[config.mk]
export PLATFORM = sky130hd
export DESIGN_NAME = fifo_stream_sink
export DESIGN_NICKNAME = d
export VERILOG_FILES = /design/src/rtl/fifo_stream_pkg.sv /design/src/rtl/fifo_stream_throttle.sv /design/src/rtl/fifo_stream_sink.sv
export SDC_FILE = /design/constraint.sdc
export NUM_CORES = 1
export LEC_CHECK = 0
export CAP_MARGIN = 0
export CORE_MARGIN = 1
export CORE_UTILIZATION = 50
export CTS_CLUSTER_SIZE = 28
export DETAILED_ROUTE_END_ITERATION = 6
export GPL_ROUTABILITY_DRIVEN = 0
export PLACE_DENSITY_LB_ADDON = 0.05
export SKIP_CTS_REPAIR_TIMING = 1
export SLEW_MARGIN = 20
export SYNTH_ARGS = -nofsm -noshare
export SYNTH_HDL_FRONTEND = slang
export SYNTH_SLANG_ARGS = --single-unit
[constraint.sdc]
create_clock -name clk -period 3.9 [get_ports clk]
set_clock_uncertainty 0.05 [all_clocks]
set_input_delay 0.78 -clock clk [delete_from_list [all_inputs] [get_ports clk]]
set_output_delay 0.78 -clock clk [all_outputs]
set_load 0.03 [all_outputs]
[src/rtl/fifo_stream_pkg.sv]
// -----------------------------------------------------------------------------
// fifo_stream_pkg
// Shared definitions for the FIFO stream sink and the matching stream source:
// sink state encoding, default widths, and the LFSR constants and step
// function used for pseudo-random throttling.
// Optional feature macro: FIFO_STREAM_SINK_LFSR_THROTTLE_EN (users of
// lfsr_step live behind it; the package itself is always compiled whole).
// -----------------------------------------------------------------------------
package fifo_stream_pkg;

    localparam int DEF_DATA_W = 8;
    localparam int DEF_CNT_W  = 16;
    localparam int DEF_THR_W  = 8;

    typedef enum logic [1:0] {
        IDLE = 2'd0,
        RUN  = 2'd1,
        DONE = 2'd2
    } sink_state_e;

    // 16-bit Fibonacci LFSR, taps 16,14,13,11 -> bit positions 15,13,12,10.
    localparam logic [15:0] LFSR_SEED = 16'hACE1;
    localparam logic [15:0] LFSR_TAPS = 16'hB400;

    function automatic logic [15:0] lfsr_step(input logic [15:0] s);
        return {s[14:0], ^(s & LFSR_TAPS)};
    endfunction

endpackage

[src/rtl/fifo_stream_throttle.sv]
// -----------------------------------------------------------------------------
// fifo_stream_throttle
// Registered handshake-throttle generator. A load captures the pattern and
// presents bit 0 on the following cycle; each enabled cycle after that walks
// the pointer through the pattern, wrapping at THR_W-1. With neither load nor
// enable the output drops to 0 on the next edge. The output is a pure
// register, so no input reaches rdy_o combinationally.
//
// Ports:
//   clk_i      clock, rising edge
//   rst_ni     asynchronous active-low reset
//   load_i     capture pattern_i and restart the rotation
//   enable_i   advance the rotation for one more cycle
//   pattern_i  THR_W-bit pattern, bit i = ready in cycle i of the rotation
//   rdy_o      registered ready/valid throttle output
//
// Optional feature macro: FIFO_STREAM_SINK_LFSR_THROTTLE_EN. When defined, a
// zero pattern at load selects bit 0 of a free-running LFSR instead.
// -----------------------------------------------------------------------------
module fifo_stream_throttle
    import fifo_stream_pkg::*;
#(
    parameter int THR_W = DEF_THR_W
) (
    input  logic             clk_i,
    input  logic             rst_ni,
    input  logic             load_i,
    input  logic             enable_i,
    input  logic [THR_W-1:0] pattern_i,
    output logic             rdy_o
);

    localparam int PTR_W = (THR_W > 1) ? $clog2(THR_W) : 1;
    localparam logic [PTR_W-1:0] PTR_LAST  = PTR_W'(THR_W - 1);
    // Bit 0 is consumed by the load itself, so the rotation resumes at 1.
    localparam logic [PTR_W-1:0] PTR_START = PTR_W'((THR_W > 1) ? 1 : 0);

    logic [THR_W-1:0] pattern_q, pattern_d;
    logic [PTR_W-1:0] ptr_q, ptr_d;
    logic             rdy_q, rdy_d;
`ifdef FIFO_STREAM_SINK_LFSR_THROTTLE_EN
    logic [15:0]      lfsr_q, lfsr_d;
    logic             lfsr_mode_q, lfsr_mode_d;
`endif

    always_comb begin
        pattern_d = pattern_q;
        ptr_d     = ptr_q;
        rdy_d     = 1'b0;
`ifdef FIFO_STREAM_SINK_LFSR_THROTTLE_EN
        lfsr_d      = lfsr_q;
        lfsr_mode_d = lfsr_mode_q;
`endif
        if (load_i) begin
            pattern_d = pattern_i;
            ptr_d     = PTR_START;
            rdy_d     = pattern_i[0];
`ifdef FIFO_STREAM_SINK_LFSR_THROTTLE_EN
            lfsr_mode_d = (pattern_i == '0);
            lfsr_d      = lfsr_step(LFSR_SEED);
            if (pattern_i == '0) begin
                rdy_d = LFSR_SEED[0];
            end
`endif
        end else if (enable_i) begin
            ptr_d = (ptr_q == PTR_LAST) ? '0 : ptr_q + PTR_W'(1);
            rdy_d = pattern_q[ptr_q];
`ifdef FIFO_STREAM_SINK_LFSR_THROTTLE_EN
            lfsr_d = lfsr_step(lfsr_q);
            if (lfsr_mode_q) begin
                rdy_d = lfsr_q[0];
            end
`endif
        end
    end

    always_ff @(posedge clk_i or negedge rst_ni) begin
        if (!rst_ni) begin
            pattern_q <= '0;
            ptr_q     <= '0;
            rdy_q     <= 1'b0;
`ifdef FIFO_STREAM_SINK_LFSR_THROTTLE_EN
            lfsr_q      <= '0;
            lfsr_mode_q <= 1'b0;
`endif
        end else begin
            pattern_q <= pattern_d;
            ptr_q     <= ptr_d;
            rdy_q     <= rdy_d;
`ifdef FIFO_STREAM_SINK_LFSR_THROTTLE_EN
            lfsr_q      <= lfsr_d;
            lfsr_mode_q <= lfsr_mode_d;
`endif
        end
    end

    assign rdy_o = rdy_q;

endmodule

[src/rtl/fifo_stream_sink.sv]
// -----------------------------------------------------------------------------
// fifo_stream_sink
// Read-side consumer/checker for a FIFO ready-valid stream. Accepts a run of
// num_beats beats with a programmable ready throttle, compares every accepted
// beat against an incrementing expected value starting at first_val, and
// reports beat count, saturating error count and the first mismatching data.
//
// Ports:
//   clk             clock, rising edge
//   reset           asynchronous active-low reset
//   start           one-cycle run request (honoured in IDLE or DONE only)
//   num_beats       beats in the run, sampled on start (0 = finish at once)
//   first_val       expected value of the first beat, sampled on start
//   thr_pattern     ready rotation pattern, sampled on start
//   data_out        stream data
//   data_out_vld    stream valid
//   data_out_rdy    stream ready (registered)
//   busy            high while running
//   done            high after a run until the next start
//   beat_cnt        accepted beats this run
//   err_cnt         mismatching beats this run, saturating
//   first_err_data  data of the first mismatching beat, 0 if none
//
// Optional feature macro: FIFO_STREAM_SINK_LFSR_THROTTLE_EN (LFSR-driven
// ready when thr_pattern is zero; handled inside fifo_stream_throttle).
// -----------------------------------------------------------------------------
module fifo_stream_sink
    import fifo_stream_pkg::*;
#(
    parameter int DATA_W = DEF_DATA_W,
    parameter int CNT_W  = DEF_CNT_W,
    parameter int THR_W  = DEF_THR_W
) (
    input  logic              clk,
    input  logic              reset,
    input  logic              start,
    input  logic [CNT_W-1:0]  num_beats,
    input  logic [DATA_W-1:0] first_val,
    input  logic [THR_W-1:0]  thr_pattern,
    input  logic [DATA_W-1:0] data_out,
    input  logic              data_out_vld,
    output logic              data_out_rdy,
    output logic              busy,
    output logic              done,
    output logic [CNT_W-1:0]  beat_cnt,
    output logic [CNT_W-1:0]  err_cnt,
    output logic [DATA_W-1:0] first_err_data
);

    function automatic logic [CNT_W-1:0] sat_inc(input logic [CNT_W-1:0] v);
        return (&v) ? v : v + CNT_W'(1);
    endfunction

    sink_state_e       state_q, state_d;
    logic [CNT_W-1:0]  nbeats_q, nbeats_d;
    logic [CNT_W-1:0]  beat_q, beat_d;
    logic [CNT_W-1:0]  err_q, err_d;
    logic [DATA_W-1:0] exp_q, exp_d;
    logic [DATA_W-1:0] ferr_q, ferr_d;
    logic              thr_load, thr_enable, rdy;
    logic              xfer;

    assign xfer = (state_q == RUN) && data_out_vld && rdy;

    always_comb begin
        state_d  = state_q;
        nbeats_d = nbeats_q;
        beat_d   = beat_q;
        err_d    = err_q;
        exp_d    = exp_q;
        ferr_d   = ferr_q;
        thr_load = 1'b0;
        case (state_q)
            IDLE, DONE: begin
                if (start) begin
                    nbeats_d = num_beats;
                    exp_d    = first_val;
                    beat_d   = '0;
                    err_d    = '0;
                    ferr_d   = '0;
                    thr_load = (num_beats != '0);
                    state_d  = (num_beats == '0) ? DONE : RUN;
                end
            end
            RUN: begin
                if (xfer) begin
                    beat_d = beat_q + CNT_W'(1);
                    // No resync: a bad beat still advances the expectation.
                    exp_d  = exp_q + DATA_W'(1);
                    if (data_out != exp_q) begin
                        err_d = sat_inc(err_q);
                        if (err_q == '0) begin
                            ferr_d = data_out;
                        end
                    end
                    if (beat_q + CNT_W'(1) == nbeats_q) begin
                        state_d = DONE;
                    end
                end
            end
            default: state_d = IDLE;
        endcase
        // Ready keeps rotating only while the run continues, so it drops
        // the cycle after the final beat.
        thr_enable = (state_q == RUN) && (state_d == RUN);
    end

    always_ff @(posedge clk or negedge reset) begin
        if (!reset) begin
            state_q  <= IDLE;
            nbeats_q <= '0;
            beat_q   <= '0;
            err_q    <= '0;
            exp_q    <= '0;
            ferr_q   <= '0;
        end else begin
            state_q  <= state_d;
            nbeats_q <= nbeats_d;
            beat_q   <= beat_d;
            err_q    <= err_d;
            exp_q    <= exp_d;
            ferr_q   <= ferr_d;
        end
    end

    fifo_stream_throttle #(
        .THR_W (THR_W)
    ) u_throttle (
        .clk_i     (clk),
        .rst_ni    (reset),
        .load_i    (thr_load),
        .enable_i  (thr_enable),
        .pattern_i (thr_pattern),
        .rdy_o     (rdy)
    );

    assign data_out_rdy   = rdy;
    assign busy           = (state_q == RUN);
    assign done           = (state_q == DONE);
    assign beat_cnt       = beat_q;
    assign err_cnt        = err_q;
    assign first_err_data = ferr_q;

endmodule

After elaboration in Yosys (flattened, before gate mapping):

Index checks and enable logic that the tools add are counted.

* register bits after elaboration: 78
* input port bits: 44
* output and inout bits: 43
* word-level logic and storage cells: 69

* add/sub/neg operators: 4
* order comparisons: 1
* eq/ne operators: 11
* multiplexer cells: 29
* reduce and logical (&&, ||, !) cells: 15

Operator list (count)
* 16-bit two-way mux: 5
* 16-bit case mux with 2 select lines: 2
* 8-bit two-way mux: 6
* 16-bit by 1-bit adder with 16-bit output (second input constant): 2
* 16-bit logical NOT: 2
* 8-bit case mux with 2 select lines: 2
* 16-bit equality test: 1
* 16-bit AND reduction: 1
* 16-bit nonzero test: 1
* 5-bit AND reduction: 2
* 3-bit two-way mux: 3
* 8-bit by 1-bit adder with 8-bit output (second input constant): 1
* 2-bit two-way mux: 4
* 8-bit != test: 1
* 2-bit by 1-bit != test with 1-bit output (second input constant): 3
* 1-bit two-way mux: 5
* 2-bit by 1-bit equality test with 1-bit output (second input constant): 2
* 3-bit by 4-bit less-than comparator with 1-bit output (second input constant): 1
* 2-bit != test (second input constant): 2
* 2-bit case mux with 2 select lines: 1
* 2-bit nonzero test: 2
* 3-bit by 1-bit adder with 3-bit output (second input constant): 1
* 1-bit binary-select mux with 3-bit select: 1
* 3-bit equality test (second input constant): 1
* 6 further kinds: 8

Logic depth before layout (Yosys ltp):

Gate-level depths: netlist (run 1).

* word-level depth: 9
* gate-level depth with buffers: 8
* gate-level depth less buffers: 7

Cells and area by module:

From an unflattened synthesis (run 1), not the netlist that was laid out.

* cells, all modules: 491
* area, all modules: 4493.1 µm²

Modules (own cells, without submodules)
* fifo_stream_sink: instances 1, cells an instance 451, area each 3945.0 µm²
* fifo_stream_throttle: instances 1, cells an instance 40, area each 548.0 µm²

Least setup slack after synthesis (run 1):

OpenSTA, ideal clock, no wires.

* kind: register to register
* start: reg beat_q[0], in the netlist beat_cnt[0]
* end: reg u_throttle.ptr_q[2]
* arrival time: 2.439 ns
* required time: 3.723 ns
* slack: 1.283 ns
* cell stages (with the launch flop): 8
* clock period less this slack: 2.617 ns
* path through: dfrtp_1 ha_1 nand3_2 nor4_4 xnor2_1 a2111oi_4 a21o_4 mux2_1

* cells in the longest elaborated chain, start to end: 8

Ends and longest elaborated chain
* start: declaration: RTL line fifo_stream_sink.sv:56 `logic [CNT_W-1:0] beat_q, beat_d;`
* start signal: assignment: RTL line fifo_stream_sink.sv:119 `beat_q <= beat_d;`
* 16-bit by 1-bit adder with 16-bit output: RTL line fifo_stream_sink.sv:96 `if (beat_q + CNT_W'(1) == nbeats_q) begin`
* 16-bit equality test: RTL line fifo_stream_sink.sv:96
* 2-bit two-way mux: RTL line fifo_stream_sink.sv:96
* 2-bit two-way mux: RTL line fifo_stream_sink.sv:86 `if (xfer) begin`
* 2-bit case mux with 2 select lines: RTL line fifo_stream_sink.sv:73 `case (state_q)`
* 2-bit by 1-bit equality test with 1-bit output: RTL line fifo_stream_sink.sv:105 `thr_enable = (state_q == RUN) && (state_d == RUN);`
* 1-bit logical AND: RTL line fifo_stream_sink.sv:105
* 2-bit nonzero test (no line)
* end signal: assignment: RTL line fifo_stream_throttle.sv:88 `ptr_q <= ptr_d;`
* end: declaration: RTL line fifo_stream_throttle.sv:39 `logic [PTR_W-1:0] ptr_q, ptr_d;`

Every way passes these cells.
A chain may end at the register's enable or synchronous reset.

Final worst setup path (run 1):

* start: in data_out_vld
* end: reg u_throttle.ptr_q[2]

* cells in the longest elaborated chain, start to end: 7

Ends and longest elaborated chain
* start: declaration: RTL line fifo_stream_sink.sv:41 `input logic data_out_vld,`
* 1-bit logical AND (2 in series): RTL line fifo_stream_sink.sv:63 `assign xfer = (state_q == RUN) && data_out_vld && rdy;`
* 2-bit two-way mux: RTL line fifo_stream_sink.sv:86
* 2-bit case mux with 2 select lines: RTL line fifo_stream_sink.sv:73
* 2-bit by 1-bit equality test with 1-bit output: RTL line fifo_stream_sink.sv:105
* 1-bit logical AND: RTL line fifo_stream_sink.sv:105
* 2-bit nonzero test (no line)

Every way passes these cells.

==> metrics.yaml, run 1 <==
synthesis:
  netlist_area_sq_mm: 0.00442
  ys_types: 55
  synth_flop_cell: "dfrtp_1"
  synth_seq_cells: 78
  synth_warnings: 0
  yosys-top-cells-count: "nand2_1, dfrtp_1, o21ai_0, xnor2_1, nor2_1"
  yosys.area.top_type: "dfrtp_1"
  ys_top_cells_by_area: "dfrtp_1, nand2_1, xnor2_1"
  syn_area_per_cell_sq_um: 9.31
  synth_seq_area_share: 0.441
  synth_most_common_cell: "nand2_1"
  ys_async_sr_fraction: 1.00
  synth_edf_count: 0
  synthCells: 475
  synth_top_area_share: 0.441
  syn_nets: 525
clock_tree:
  path_clk_slew_ns: 0.08
  tritoncts: "yes"
  cts_root_buf: "clkbuf_8"
  insertion_delay_ns: 0.35
  cts_htree_levels: 3
  cts_made_buffers: 9
  clk_path_buf_depth: 2
  cts_sinks: 78
setup_path:
  cp_max_fo: 12
  critPathKind: "input port to flip-flop"
  cp-end-kind: "flip-flop"
  crit_path_top_delay_cell: "clkdlybuf4s50_1"
  slowest_delay_ns: 0.52
  worst-path-buf-inv: 2
  start_kind: "input port"
  r2r_end: "u_throttle.ptr_q[2]$_DFFE_PN0P_"
  critical-path-top-delay-family: "buffers and inverters"
  r2r-start: "beat_cnt[4]$_DFFE_PN0P_"
  regToRegSetupSlack_ns: 1.19
  path_cells: "clkdlybuf4s50_1 > nand4b_1 > buf_4 > nor3_1 > o2111ai_1 > a2111oi_4 > a21o_4 > mux2_1"
  cp.depth: 8
  r2r_cells: 6
  crit_arrival_ns: 3.33
  cp.required_ns: 4.08
pwr:
  pwr_density_cell_mw_per_mm2: 601
  ir_worst_vdd_mv: 0.348
  power.leakage_nw: 2.31
placement:
  hpwl_mm: 7.65
  place_ws_ns: 0.404
  portBuffers: 86
global_route:
  antenna_found_initial: 0
  grt_pass1_wl_mm: 17.4
  grt_pass1_vias: 3551
  grt_usage: 0.248
  overflow: 0
  grt_max_degree: 79
sta:
  rsz0062_at_grt: "false"
  drv_slew: 0
  setup_viol: 0
  worst_slack_ns: 0.751
  hold_viol: 0
  final_min_period_over_clock_period: 0.808
  worst_pin_slew_ns: 0.975
  setup_tns_ns: 0
  relSlewSlack: 0.350
  fin_crit_ns: 3.15
  max_freq_mhz: 318
route:
  routedWlPerCell_um: 16.2
  firstDrtPassIters: 5
  wl_mm: 10.7
  drcViolationCount: 0
  antenna_left: 0
  first_iter_violations: 254
  vias_per_cell: 5.74
  vias: 3791
flow_run:
  drv_cap: 0
floorplanning:
  die_h_um: 96.0
  pin_count: 87
  die_area_sq_mm: 0.00922
  initial_utilization: 0.528
  die_w_um: 96.0
  rows: 33
  core-area_sq_mm: 0.00838
layout:
  areaGrowthSynthToFinish_pct: 24.3
  antenna_cells: 0
  fin_util: 0.655
  fin_nets: 602
  post_route_cells_drive_above_1_share: 0.0845
worst_hold_path:
  hold_path.class: "flip-flop to flip-flop"
  holdCritStartpoint: "nbeats_q[13]$_DFFE_PN0P_"
  min_to: "nbeats_q[13]$_DFFE_PN0P_"
  holdPathStages: 2
status:
  outcome: "completed"
[cells by family after synthesis]
logic type,synth area share
AO/OA/AOI/OAI,0.114
XOR/XNOR,0.0832
adder cells (fa/ha/maj),0.0170
buffers and inverters,0.0430
flip-flops,0.441
multiplexers,0.0532
AND/OR/NAND/NOR,0.248
[state kept, by name, summed over array words and instances (netlist names)]
signal / cells
beat_cnt: 16
u_throttle.ptr_q: 3
nbeats_q: 16
err_cnt: 16
first_err_data: 8
state_q: 2
u_throttle.pattern_q: 8
exp_q: 8
u_throttle.rdy_o: 1
[worst register-to-register path: stages (launching register included)]
cell and delay (ns):
dfrtp_1 0.66, nand4_4 0.29, nor3_1 0.40, o211ai_1 0.21, a2111oi_4 0.46, a21o_4 0.21
mux2_1 0.32
[how the worst max path moves through the flow]
| stage | end | startpoint |
|---|---|---|
| 2_1_floorplan | u_throttle.ptr_q[2]$_DFFE_PN0P_ | beat_cnt[0]$_DFFE_PN0P_ |
| 3_3_place_gp | u_throttle.ptr_q[2]$_DFFE_PN0P_ | data_out_vld |
| 3_5_place_dp | u_throttle.ptr_q[2]$_DFFE_PN0P_ | data_out_vld |
| 4_1_cts | u_throttle.ptr_q[2]$_DFFE_PN0P_ | data_out_vld |
| 5_1_grt | u_throttle.ptr_q[2]$_DFFE_PN0P_ | data_out_vld |
| 6_report | u_throttle.ptr_q[2]$_DFFE_PN0P_ | data_out_vld |
[cell type report]
type                       instances  area [sq um]
fill                             734          2890
multi-input combinational        361          2280
sequential                        78          1950
timing repair buffer              94           918
clock buffer                      11           131
tap                              105           131
clock inverter                     4          48.8
inverter                           8          30.0
[metal layers]
layer / share of wire / GRT usage / vias to the layer above
li1: - / - / 1817
met2: 0.47 / 0.374 / 139
met3: 0.060 / 0.0592 / 22
met1: 0.45 / 0.345 / 1813
met4: 0.022 / 0.0945 / 0
met5: 0 / 0 / -
[through the flow]
step	area, sq um	hold slack [ns]	std cells	total power, mW
after CTS	5490	0.454	661	3.33
final	5490	0.448	661	3.30
after detailed placement	5310	0.436	646	2.74
after global placement	5310	0.432	646	2.70
after floorplan	4420	0.415	475	2.27
after global routing	5490	0.473	661	3.54
[where the power goes]
part | internal [mW] | leakage (nW) | total [mW] | switching, mW
combinational | 0.637 | 1.21 | 1.42 | 0.787
clock | 0.292 | 0.0931 | 0.579 | 0.287
sequential | 1.06 | 1.01 | 1.30 | 0.238
total | 1.99 | 2.31 | 3.30 | 1.31
[cell usage in the layout (no fill, tap or decap), types with 7 or more instances in the layout]
master	n
a21oi_1	14
a31oi_1	7
and3_1	7
buf_4	9
clkbuf_8	9
clkdlybuf4s50_1	85
dfrtp_1	78
inv_1	8
mux2_2	7
mux2i_1	10
nand2_1	97
nand3_1	19
nor2_1	31
nor3_1	8
nor4_1	17
o21ai_0	33
xnor2_1	32
xor2_1	10
Note: power is estimated with default switching activity, not from simulation.
==> run 2, diff against run 1 <==
clock period = 3.23 ns   (was 3.9 ns; I/O delays follow)
==> metrics.yaml, run 2 (synthesized netlist as in run 1, its figures left out) <==
sta:
  rsz0062_at_grt: "false"
  setup_viol: 0
  hold_viol: 0
  drv_slew: 0
  final_min_period_over_clock_period: 0.835
  fin_crit_ns: 2.70
  setup_tns_ns: 0
  max_freq_mhz: 371
  relSlewSlack: 0.454
  worst_pin_slew_ns: 0.814
layout:
  final-instance-count-excl-fill: 666
  fin_nets: 606
  layout_commonest_cell: "nand2_1"
  final.fill_count: 697
  antenna_cells: 0
  design_area_sq_mm: 0.00556
  final_cell_mix: "nand2_1, clkdlybuf4s50_1, dfrtp_1, o21ai_0, xnor2_1"
  areaGrowthSynthToFinish_pct: 25.8
  fin_util: 0.664
  post_route_cells_drive_above_1_share: 0.0945
pwr:
  seqPwrFrac: 0.377
  ir_worst_vdd_mv: 0.485
  power.switching_mw: 1.61
  power.share.clock: 0.194
  intPower_mw: 2.51
  p_comb_frac: 0.428
  swShare: 0.391
  power.leakage_nw: 2.34
  design_power_total_mw: 4.13
  pwr_density_cell_mw_per_mm2: 742
setup_path:
  crit_path_top_delay_cell: "dfrtp_1"
  path_cells: "nand4_4 > nor3_1 > o211ai_1 > a2111oi_4 > a21o_4 > mux2_1"
  critPathKind: "flip-flop to flip-flop"
  critical-path-top-delay-family: "compound AO/OA/AOI/OAI gates"
  slowest_delay_ns: 0.65
  start_kind: "flip-flop"
  worst-path-buf-inv: 0
  cp-end-kind: "flip-flop"
  crit_arrival_ns: 2.88
  cp.required_ns: 3.41
  cp_max_fo: 13
global_route:
  grt_pass1_wl_mm: 18.1
  grt_pass1_vias: 3610
  antenna_found_initial: 0
  grt_usage: 0.258
  grt_max_degree: 79
  overflow: 0
placement:
  dpl-instance-area_sq_mm: 0.00534
  hpwl_mm: 7.61
  portBuffers: 86
  placed_cells: 650
floorplanning:
  initial_utilization: 0.528
  core-area_sq_mm: 0.00838
  die_w_um: 96.0
  die_h_um: 96.0
  die_area_sq_mm: 0.00922
  rows: 33
  pin_count: 87
route:
  firstDrtPassIters: 4
  routedWlPerCell_um: 16.1
  vias_per_cell: 5.63
  first_iter_violations: 209
  wl_mm: 10.7
  vias: 3748
  drcViolationCount: 0
  antenna_left: 0
worst_hold_path:
  hold_path.class: "input port to asynchronous set/reset pin"
clock_tree:
  insertion_delay_ns: 0.35
  path_clk_slew_ns: 0.09
  cts_made_buffers: 9
  cts_htree_levels: 3
  cts_root_buf: "clkbuf_8"
  cts_sinks: 78
  tritoncts: "yes"
  clk_path_buf_depth: 2
flow_run:
  drv_cap: 0
status:
  outcome: "completed"
run 2: cell count changes in the layout (fill, tap and decap cells not counted):
| cell | before | now |
|---|---|---|
| bufinv_16 | 1 | 2 |
| clkbuf_1 | 2 | 1 |
| clkinvlp_4 | 0 | 1 |
| buf_4 | 9 | 12 |
| buf_6 | 0 | 1 |
run 2: path summary, 6_finish.rpt:
kind / start / end / slack, ns / cells after the start
max: beat_cnt[4]$_DFFE_PN0P_ / u_throttle.ptr_q[2]$_DFFE_PN0P_ / 0.53 / 6
min: reset / err_cnt[12]$_DFFE_PN0P_ / 0.26 / 1
max reg2reg: beat_cnt[4]$_DFFE_PN0P_ / u_throttle.ptr_q[2]$_DFFE_PN0P_ / 0.53 / 6
min reg2reg: nbeats_q[3]$_DFFE_PN0P_ / nbeats_q[3]$_DFFE_PN0P_ / 0.45 / 2
max in group asynchronous: reset / nbeats_q[4]$_DFFE_PN0P_ / 2.37 / 1
min in group clk: nbeats_q[3]$_DFFE_PN0P_ / nbeats_q[3]$_DFFE_PN0P_ / 0.45 / 2
run 2: per-stage QoR:
step / hold slack (ns) / worst slack [ns]
3_5_place_dp: 0.432 / 0.380
2_1_floorplan: 0.300 / 0.613
5_1_grt: 0.312 / 0.355
6_report: 0.263 / 0.533
4_1_cts: 0.450 / 0.548
3_3_place_gp: 0.428 / 0.454
run 2: cell type report:
type	count	area [sq um]	share of cell area
Multi-Input combinational cell	361	2280	0.410
Sequential cell	78	1950	0.351
Timing Repair Buffer	98	952	0.171
Tap cell	105	131	0.0236
Clock buffer	10	128	0.0229
Clock inverter	6	86.3	0.0155
Inverter	8	30.0	0.00540
run 2: per-layer routing:
layer | routed length (um) | up-vias | track usage
met5 | 0 | - | 0
li1 | - | 1822 | -
met2 | 5040 | 116 | 0.394
met3 | 554 | 10 | 0.0482
met4 | 93 | 0 | 0.0808
met1 | 5000 | 1800 | 0.369
run 2: worst reg2reg max path: cells and delay by family, from the launching register on:
kind,cells,cell delay [ns]
compound gates,3,0.85
simple gates,2,0.73
flops,1,0.65
mux,1,0.31
run 2: power groups by stage:
stage | Clock, mW | Combinational, mW | Sequential [mW]
floorplan | 0 | 1.08 | 1.67
global placement | 0 | 1.72 | 1.57
detailed placement | 0 | 1.77 | 1.57
CTS | 0.819 | 1.77 | 1.56
global route | 0.866 | 1.97 | 1.61
finish | 0.802 | 1.77 | 1.56
==> run 3, diff against run 2 <==
CORE_UTILIZATION = 47   (was 50)
clock period = 2.4 ns   (was 3.23 ns; I/O delays follow)
==> metrics.yaml, run 3 (synthesized netlist as in run 1, its figures left out) <==
clock_tree:
  cts_htree_levels: 3
  cts_made_buffers: 9
  cts_sinks: 78
  insertion_delay_ns: 0.35
  cts_root_buf: "clkbuf_8"
  path_clk_slew_ns: 0.09
  tritoncts: "yes"
  clk_path_buf_depth: 2
pwr:
  ir_worst_vdd_mv: 0.527
  pwr_density_cell_mw_per_mm2: 980
  p_comb_frac: 0.448
  intPower_mw: 3.56
  power.share.clock: 0.189
  seqPwrFrac: 0.363
  power.leakage_nw: 2.54
  power.switching_mw: 2.27
  swShare: 0.389
sta:
  max_freq_mhz: 424
  hold_viol: 0
  final_min_period_over_clock_period: 0.983
  worst_pin_slew_ns: 0.670
  rsz0062_at_grt: "true"
  setup_viol: 0
  worst_slack_ns: 0.0404
  fin_crit_ns: 2.36
  drv_slew: 0
  relSlewSlack: 0.553
layout:
  areaGrowthSynthToFinish_pct: 34.5
  final.fill_count: 784
  final_cell_mix: "nand2_1, clkdlybuf4s50_1, dfrtp_1, buf_4, o21ai_0"
  seq_area_sq_mm: 0.00196
  post_route_cells_drive_above_1_share: 0.172
  fin_nets: 637
  antenna_cells: 0
  layout_commonest_cell: "nand2_1"
  final-instance-count-excl-fill: 703
  multi_input_area_sq_mm: 0.00242
worst_hold_path:
  hold_path.class: "input port to asynchronous set/reset pin"
floorplanning:
  die_w_um: 99.0
  rows: 35
  core-area_sq_mm: 0.00920
  die_h_um: 99.0
  initial_utilization: 0.481
  pin_count: 87
  die_area_sq_mm: 0.00980
route:
  first_iter_violations: 202
  wl_mm: 11.4
  vias: 3909
  drcViolationCount: 0
  vias_per_cell: 5.56
  firstDrtPassIters: 4
  routedWlPerCell_um: 16.1
  antenna_left: 0
setup_path:
  cp_max_fo: 4
  crit_arrival_ns: 2.54
  cp-end-kind: "flip-flop"
  cp.required_ns: 2.58
  critPathKind: "flip-flop to flip-flop"
  start_kind: "flip-flop"
global_route:
  grt_max_degree: 53
  grt_pass1_wl_mm: 18.5
  overflow: 0
  antenna_found_initial: 0
  grt_usage: 0.241
  grt_pass1_vias: 3751
placement:
  place_ws_ns: -0.278
  placed_cells: 681
  hpwl_mm: 8.00
  portBuffers: 86
flow_run:
  drv_cap: 0
status:
  outcome: "completed"
[run 3: worst paths after layout]
check / start / endpoint / slack (ns) / cells after the start
worst min-delay path: reset / beat_cnt[10]$_DFFE_PN0P_ / 0.10 / 1
worst max register to register: beat_cnt[1]$_DFFE_PN0P_ / u_throttle.ptr_q[2]$_DFFE_PN0P_ / 0.04 / 8
worst max-delay path: beat_cnt[1]$_DFFE_PN0P_ / u_throttle.ptr_q[2]$_DFFE_PN0P_ / 0.04 / 8
worst min register to register: nbeats_q[0]$_DFFE_PN0P_ / nbeats_q[0]$_DFFE_PN0P_ / 0.45 / 2
max in group asynchronous: reset / first_err_data[6]$_DFFE_PN0P_ / 1.50 / 2
min in group clk: nbeats_q[0]$_DFFE_PN0P_ / nbeats_q[0]$_DFFE_PN0P_ / 0.45 / 2
[run 3: per-stage QoR]
| stage | total power, mW | util | TNS [ns] | hold slack, ns | area, sq um |
|---|---|---|---|---|---|
| after global placement | 4.56 | 0.604 | -2.30 | 0.429 | 5560 |
| after global routing | 6.22 | 0.647 | -0.0133 | 0.174 | 5950 |
| after CTS | 5.72 | 0.628 | 0 | 0.134 | 5770 |
| after floorplan | 3.72 | - | 0 | 0.134 | 4440 |
| after detailed placement | 4.61 | 0.604 | -4.18 | 0.433 | 5560 |
| final | 5.83 | 0.647 | 0 | 0.104 | 5950 |
[run 3: layout make-up]
type,count,area share
clock buffers,12,0.0244
repair buffers,128,0.199
flip-flops and latches,78,0.329
multi-input cells,362,0.407
inverters,8,0.00505
well taps,111,0.0234
clock inverters,4,0.0118
[run 3: per-layer routing]
metal,vias up,GRT usage,wire [um],share of wire
met1,1894,0.349,5450,0.48
met5,-,0,0,0
met2,109,0.370,5320,0.47
li1,1894,-,-,-
met3,12,0.0390,464,0.041
met4,0,0.0746,119,0.010
[run 3: power groups by stage]
stage	clock network, mW	logic (mW)	registers, mW
6_report	1.10	2.61	2.12
5_1_grt	1.17	2.87	2.18
4_1_cts	1.12	2.48	2.12
3_5_place_dp	0	2.47	2.14
3_3_place_gp	0	2.43	2.13
2_1_floorplan	0	1.46	2.25
[run 3: worst max-delay path, cell delays in order, from the launching register on]
cell	delay [ns]
dfrtp_2	0.45
ha_4	0.19
buf_4	0.14
xor2_1	0.16
xnor2_1	0.26
o2111ai_2	0.20
a2111oi_4	0.30
a21o_4	0.19
mux2_1	0.31
